### config.mk
export PLATFORM = sky130hd
export DESIGN_NAME = bpu_update_queue
export DESIGN_NICKNAME = d
export VERILOG_FILES = /design/src/rtl/bpu_update_queue.sv
export SDC_FILE = /design/constraint.sdc
export NUM_CORES = 1
export LEC_CHECK = 0
export CAP_MARGIN = 40
export CORE_MARGIN = 1
export CORE_UTILIZATION = 63
export DETAILED_ROUTE_END_ITERATION = 12
export PLACE_DENSITY = 0.86
export SYNTH_ARGS = -nofsm -noshare
export SYNTH_HDL_FRONTEND = slang
export SYNTH_SLANG_ARGS = --single-unit
export TNS_END_PERCENT = 5
### constraint.sdc
create_clock -name clk -period 11 [get_ports clk]
set_clock_uncertainty 0.2 [all_clocks]
set_input_delay 2.75 -clock clk [delete_from_list [all_inputs] [get_ports clk]]
set_output_delay 2.75 -clock clk [all_outputs]
set_load 0.01 [all_outputs]
### src/rtl/bpu_update_queue.sv
// Queues resolved-branch updates from the two execute pipes and presents them one per cycle,
// in program order, to the predictor's correct port.
`timescale 1ns/1ps
module bpu_update_queue #(
    parameter int DEPTH = 8,
    parameter int CNT_W = 16
) (
    input  logic                       clk,
    input  logic                       rst,
    input  logic                       in0_valid_i,
    output logic                       in0_ready_o,
    input  logic [31:0]                in0_addr_i,
    input  logic                       in0_pht_flag_i,
    input  logic                       in0_bht_flag_i,
    input  logic                       in0_taken_i,
    input  logic                       in1_valid_i,
    output logic                       in1_ready_o,
    input  logic [31:0]                in1_addr_i,
    input  logic                       in1_pht_flag_i,
    input  logic                       in1_bht_flag_i,
    input  logic                       in1_taken_i,
    input  logic                       out_hold_i,
    output logic                       corr_valid_o,
    output logic [31:0]                corr_addr_o,
    output logic                       corr_pht_flag_o,
    output logic                       corr_bht_flag_o,
    output logic                       corr_taken_o,
    output logic                       empty_o,
    output logic [$clog2(DEPTH):0]     count_o,
    output logic [CNT_W-1:0]           sel_upd_cnt_o
);

    localparam int PTR_W = $clog2(DEPTH);
    localparam int OCC_W = PTR_W + 1;
    localparam int ENT_W = 35;

    function automatic logic [CNT_W-1:0] sat_inc(input logic [CNT_W-1:0] v);
        return (&v) ? v : v + CNT_W'(1);
    endfunction

    logic [ENT_W-1:0] ram [DEPTH];
    logic [PTR_W-1:0] wr_ptr_q, rd_ptr_q, wr_ptr_d, rd_ptr_d, wr1_ptr;
    logic [OCC_W-1:0] count_q, count_d;
    logic [CNT_W-1:0] sel_cnt_q, sel_cnt_d;
    logic             push0, push1, pop;
    logic [ENT_W-1:0] head;
    logic [ENT_W-1:0] ent0, ent1;

    // Readiness looks only at the registered occupancy, so a pop this cycle never frees a slot early.
    assign in0_ready_o = (count_q < OCC_W'(DEPTH));
    assign in1_ready_o = (count_q <= OCC_W'(DEPTH - 2));
    assign push0       = in0_valid_i & in0_ready_o;
    assign push1       = in1_valid_i & in1_ready_o;

    assign head            = ram[rd_ptr_q];
    assign pop             = (count_q != '0) & ~out_hold_i;
    assign corr_valid_o    = pop;
    assign corr_addr_o     = head[34:3];
    assign corr_pht_flag_o = head[2];
    assign corr_bht_flag_o = head[1];
    assign corr_taken_o    = head[0];
    assign empty_o         = (count_q == '0);
    assign count_o         = count_q;
    assign sel_upd_cnt_o   = sel_cnt_q;

    assign ent0    = {in0_addr_i, in0_pht_flag_i, in0_bht_flag_i, in0_taken_i};
    assign ent1    = {in1_addr_i, in1_pht_flag_i, in1_bht_flag_i, in1_taken_i};
    // The younger pipe lands behind the older one when both fire, keeping program order.
    assign wr1_ptr = push0 ? wr_ptr_q + PTR_W'(1) : wr_ptr_q;

    always_comb begin
        wr_ptr_d  = wr_ptr_q + PTR_W'(push0) + PTR_W'(push1);
        rd_ptr_d  = rd_ptr_q + PTR_W'(pop);
        count_d   = count_q + OCC_W'(push0) + OCC_W'(push1) - OCC_W'(pop);
        sel_cnt_d = sel_cnt_q;
        if (pop && (head[2] != head[1]))
            sel_cnt_d = sat_inc(sel_cnt_q);
    end

    always_ff @(posedge clk or posedge rst) begin
        if (rst) begin
            wr_ptr_q  <= '0;
            rd_ptr_q  <= '0;
            count_q   <= '0;
            sel_cnt_q <= '0;
        end else begin
            wr_ptr_q  <= wr_ptr_d;
            rd_ptr_q  <= rd_ptr_d;
            count_q   <= count_d;
            sel_cnt_q <= sel_cnt_d;
        end
    end

    // Entry storage carries no reset; occupancy alone decides what is valid.
    always_ff @(posedge clk) begin
        if (push0)
            ram[wr_ptr_q] <= ent0;
        if (push1)
            ram[wr1_ptr] <= ent1;
    end

endmodule
==> flow_metrics.tcl <==
set metrics [dict create \
    crit_buf_inv 3 \
    hold_viol_final 0 \
    cp_top_family "buffers and inverters" \
    drtIter0Drc 581 \
    stdcell_area_um2 18240 \
    power.density_nw_per_um2 242.8 \
    vias 8785 \
    dieArea_um2 25060 \
    synthCells 873 \
    grt_max_degree 51 \
    crit_fanout 7 \
    nets 1105 \
    synth-seq-area-share_pct 58.86 \
    post_cts_resized 0 \
    dr.pass1.iters 5 \
    hold_path_class "reg2reg" \
    leakagePower_nw 6.182 \
    clkTransAtPathRegs_ns 0.06 \
    async_reset_ff_share_pct 8.497 \
    cp_slowest_stage_delay_ns 0.58 \
    start_kind "input port" \
    crit_top_cell "clkdlybuf4s50_1" \
    setup_viol_count_final 0 \
    rsz0062_at_grt "false" \
    wl_per_cell_um 25.28 \
    core-area_um2 23680 \
    gp_congestion 0.7946 \
    antenna_found_initial 4 \
    cts-root-buf "clkbuf_16" \
    period_share_pct 66.05 \
    outcome "finished, final reports clean" \
    cp-end-kind "output pin" \
    start_util_pct 64.98 \
    wl_met1_um 14050 \
    critical_path_class "in2out" \
    max_slew_margin_pct 43.96 \
    ant_nets 0 \
    drive_above_1_share_pct 42.50 \
    htreeDepth 1 \
    routed.top_layer "met4" \
    post-dp-hpwl_um 19740 \
    via_per_inst 6.450 \
    fmax_mhz 137.6 \
    synth_edf_count 280 \
    synth_flop_cell "edfxtp_1" \
    syn_nets 962 \
    syn_area_um2 15390 \
    syn_avg_cell_area_um2 17.63 \
    syn2layout_area_growth_pct 18.50 \
    routed_wl_um 34430 \
    ys_seq_elements 306 \
    grt_overflow 0 \
    cts_sinks 306 \
    grt_use_total_pct 28.51 \
    required_ns 8.05 \
    cp_slowest_cell "clkdlybuf4s50_1" \
    grt_pass1_vias 8987 \
    wl_met3_um 2307 \
    path_cells "clkdlybuf4s50_1 > or2_2 > inv_1 > clkdlybuf4s50_1" \
    dpl-instance-area_um2 17280 \
    clockBufferDepth 3 \
    route.detailed.drc 0 \
    wl_met2_um 17150 \
    cap_violations 0 \
    ys_warn_count 0 \
    io_pins 134 \
    final_max_slew_viol_count 0 \
    die_x_um 158.3 \
    worst_pin_slew_ns 0.8383 \
    clkLatencyLatePin_ns 0.55 \
    yosysUniqueCellTypes 46 \
    finalWorstPathRequiredPeriod_ns 7.266 \
    grt_pass1_wl_um 52210 \
    ir_drop_mv 0.1669 \
    die_height_um 158.3 \
    numCtsBuffers 31 \
    tns_ns 0 \
    cts_tree "done" \
    row_count 56 \
    cp.arrival_ns 4.32 \
    postCtsSetupBuffers 0 \
    port_buffers 133 \
    cts_hold_buf 0 \
]
==> stage by stage <==
| stage | utilization, % | worst slack, ns | hold WS (ns) | power (mW) | cells |
|---|---|---|---|---|---|
| floorplan | - | 4.420 | 0.2733 | 2.759 | 873 |
| global placement | 72.60 | 3.747 | 0.2717 | 3.392 | 1298 |
| detailed placement | 72.98 | 3.723 | 0.2845 | 3.465 | 1302 |
| CTS | 76.98 | 3.725 | 0.3011 | 4.455 | 1359 |
| global route | 77.00 | 3.666 | 0.3197 | 4.608 | 1361 |
| finish | 77.01 | 3.734 | 0.2978 | 4.428 | 1362 |
==> power breakdown <==
part | switching, mW | internal [mW]
clock | 0.430 | 0.554
combinational | 0.847 | 0.907
sequential | 0.135 | 1.56
total | 1.41 | 3.02
==> placed cells by master (no fill, tap or decap), types with 7 or more instances in the layout <==
cell type / n
edfxtp_1: 280
mux2_2: 279
clkdlybuf4s50_1: 133
mux4_2: 70
mux2_1: 36
clkbuf_16: 32
dfrtp_1: 23
buf_4: 20
inv_1: 17
xor2_1: 17
nand2_1: 13
ha_1: 11
clkinv_2: 8
clkinv_1: 7
==> state kept, by name (all words and copies together), names as in the netlist <==
name,count
count_o,4
rd_ptr_q,3
sel_upd_cnt_o,16
ram,280
wr_ptr_q,3
==> layout make-up <==
| type | count | area [um2] |
|---|---|---|
| multi-input cells | 502 | 6180 |
| repair buffers | 157 | 1572 |
| clock buffers | 41 | 874.6 |
| inverters | 18 | 67.56 |
| well taps | 319 | 399.1 |
| clock inverters | 16 | 72.57 |
| diodes | 3 | 7.507 |
| flip-flops and latches | 306 | 9065 |
| fillers | 1415 | 5445 |
==> worst paths after layout <==
check,from,to,cells after the start,slack (ns)
min in group asynchronous,rst,count_o[0],2,2.33
setup reg to reg,wr_ptr_q[1],ram[4][34],7,7.21
setup / recovery,out_hold_i,corr_valid_o,4,3.73
hold reg to reg,sel_upd_cnt_o[8],sel_upd_cnt_o[8],1,0.30
max in group asynchronous,rst,rd_ptr_q[1],3,7.76
hold / removal,sel_upd_cnt_o[8],sel_upd_cnt_o[8],1,0.30
==> per-layer routing <==
layer	track usage, %	vias up
li1	-	3815
met1	38.44	4581
met2	48.20	327
met3	4.328	62
met4	8.745	0
met5	0	-
==> Yosys cell counts, drive strengths merged (3+ instances only) <==
cell type / count / area (um2)
mux4: 70 / 1577
inv: 18 / 67.56
ha: 11 / 137.6
nand2: 17 / 63.81
nor2: 6 / 27.52
clkbuf: 11 / 41.29
o21ai: 3 / 15.01
dfrtp: 26 / 650.6
nand2b: 3 / 18.77
edfxtp: 280 / 8408
xor2: 17 / 148.9
mux2: 315 / 3547
fa: 3 / 60.06
nor3: 7 / 45.04
nand3: 5 / 25.02
and4: 3 / 26.28
o22ai: 3 / 18.77
buf: 36 / 175.2
nor4: 6 / 82.58
nor2b: 3 / 18.77
nand4: 3 / 18.77
o2bb2ai: 3 / 26.28
xnor2: 3 / 26.28
==> logic make-up after synthesis <==
family | Yosys count | synth area share, %
mux | 387 | 33.42
xor+xnor | 20 | 1.138
buf+inv | 65 | 1.846
simple gates | 61 | 2.504
compound gates | 20 | 0.9431
flops | 306 | 58.86
fa+ha+maj | 14 | 1.285
(Power assumes the default switching activity.)
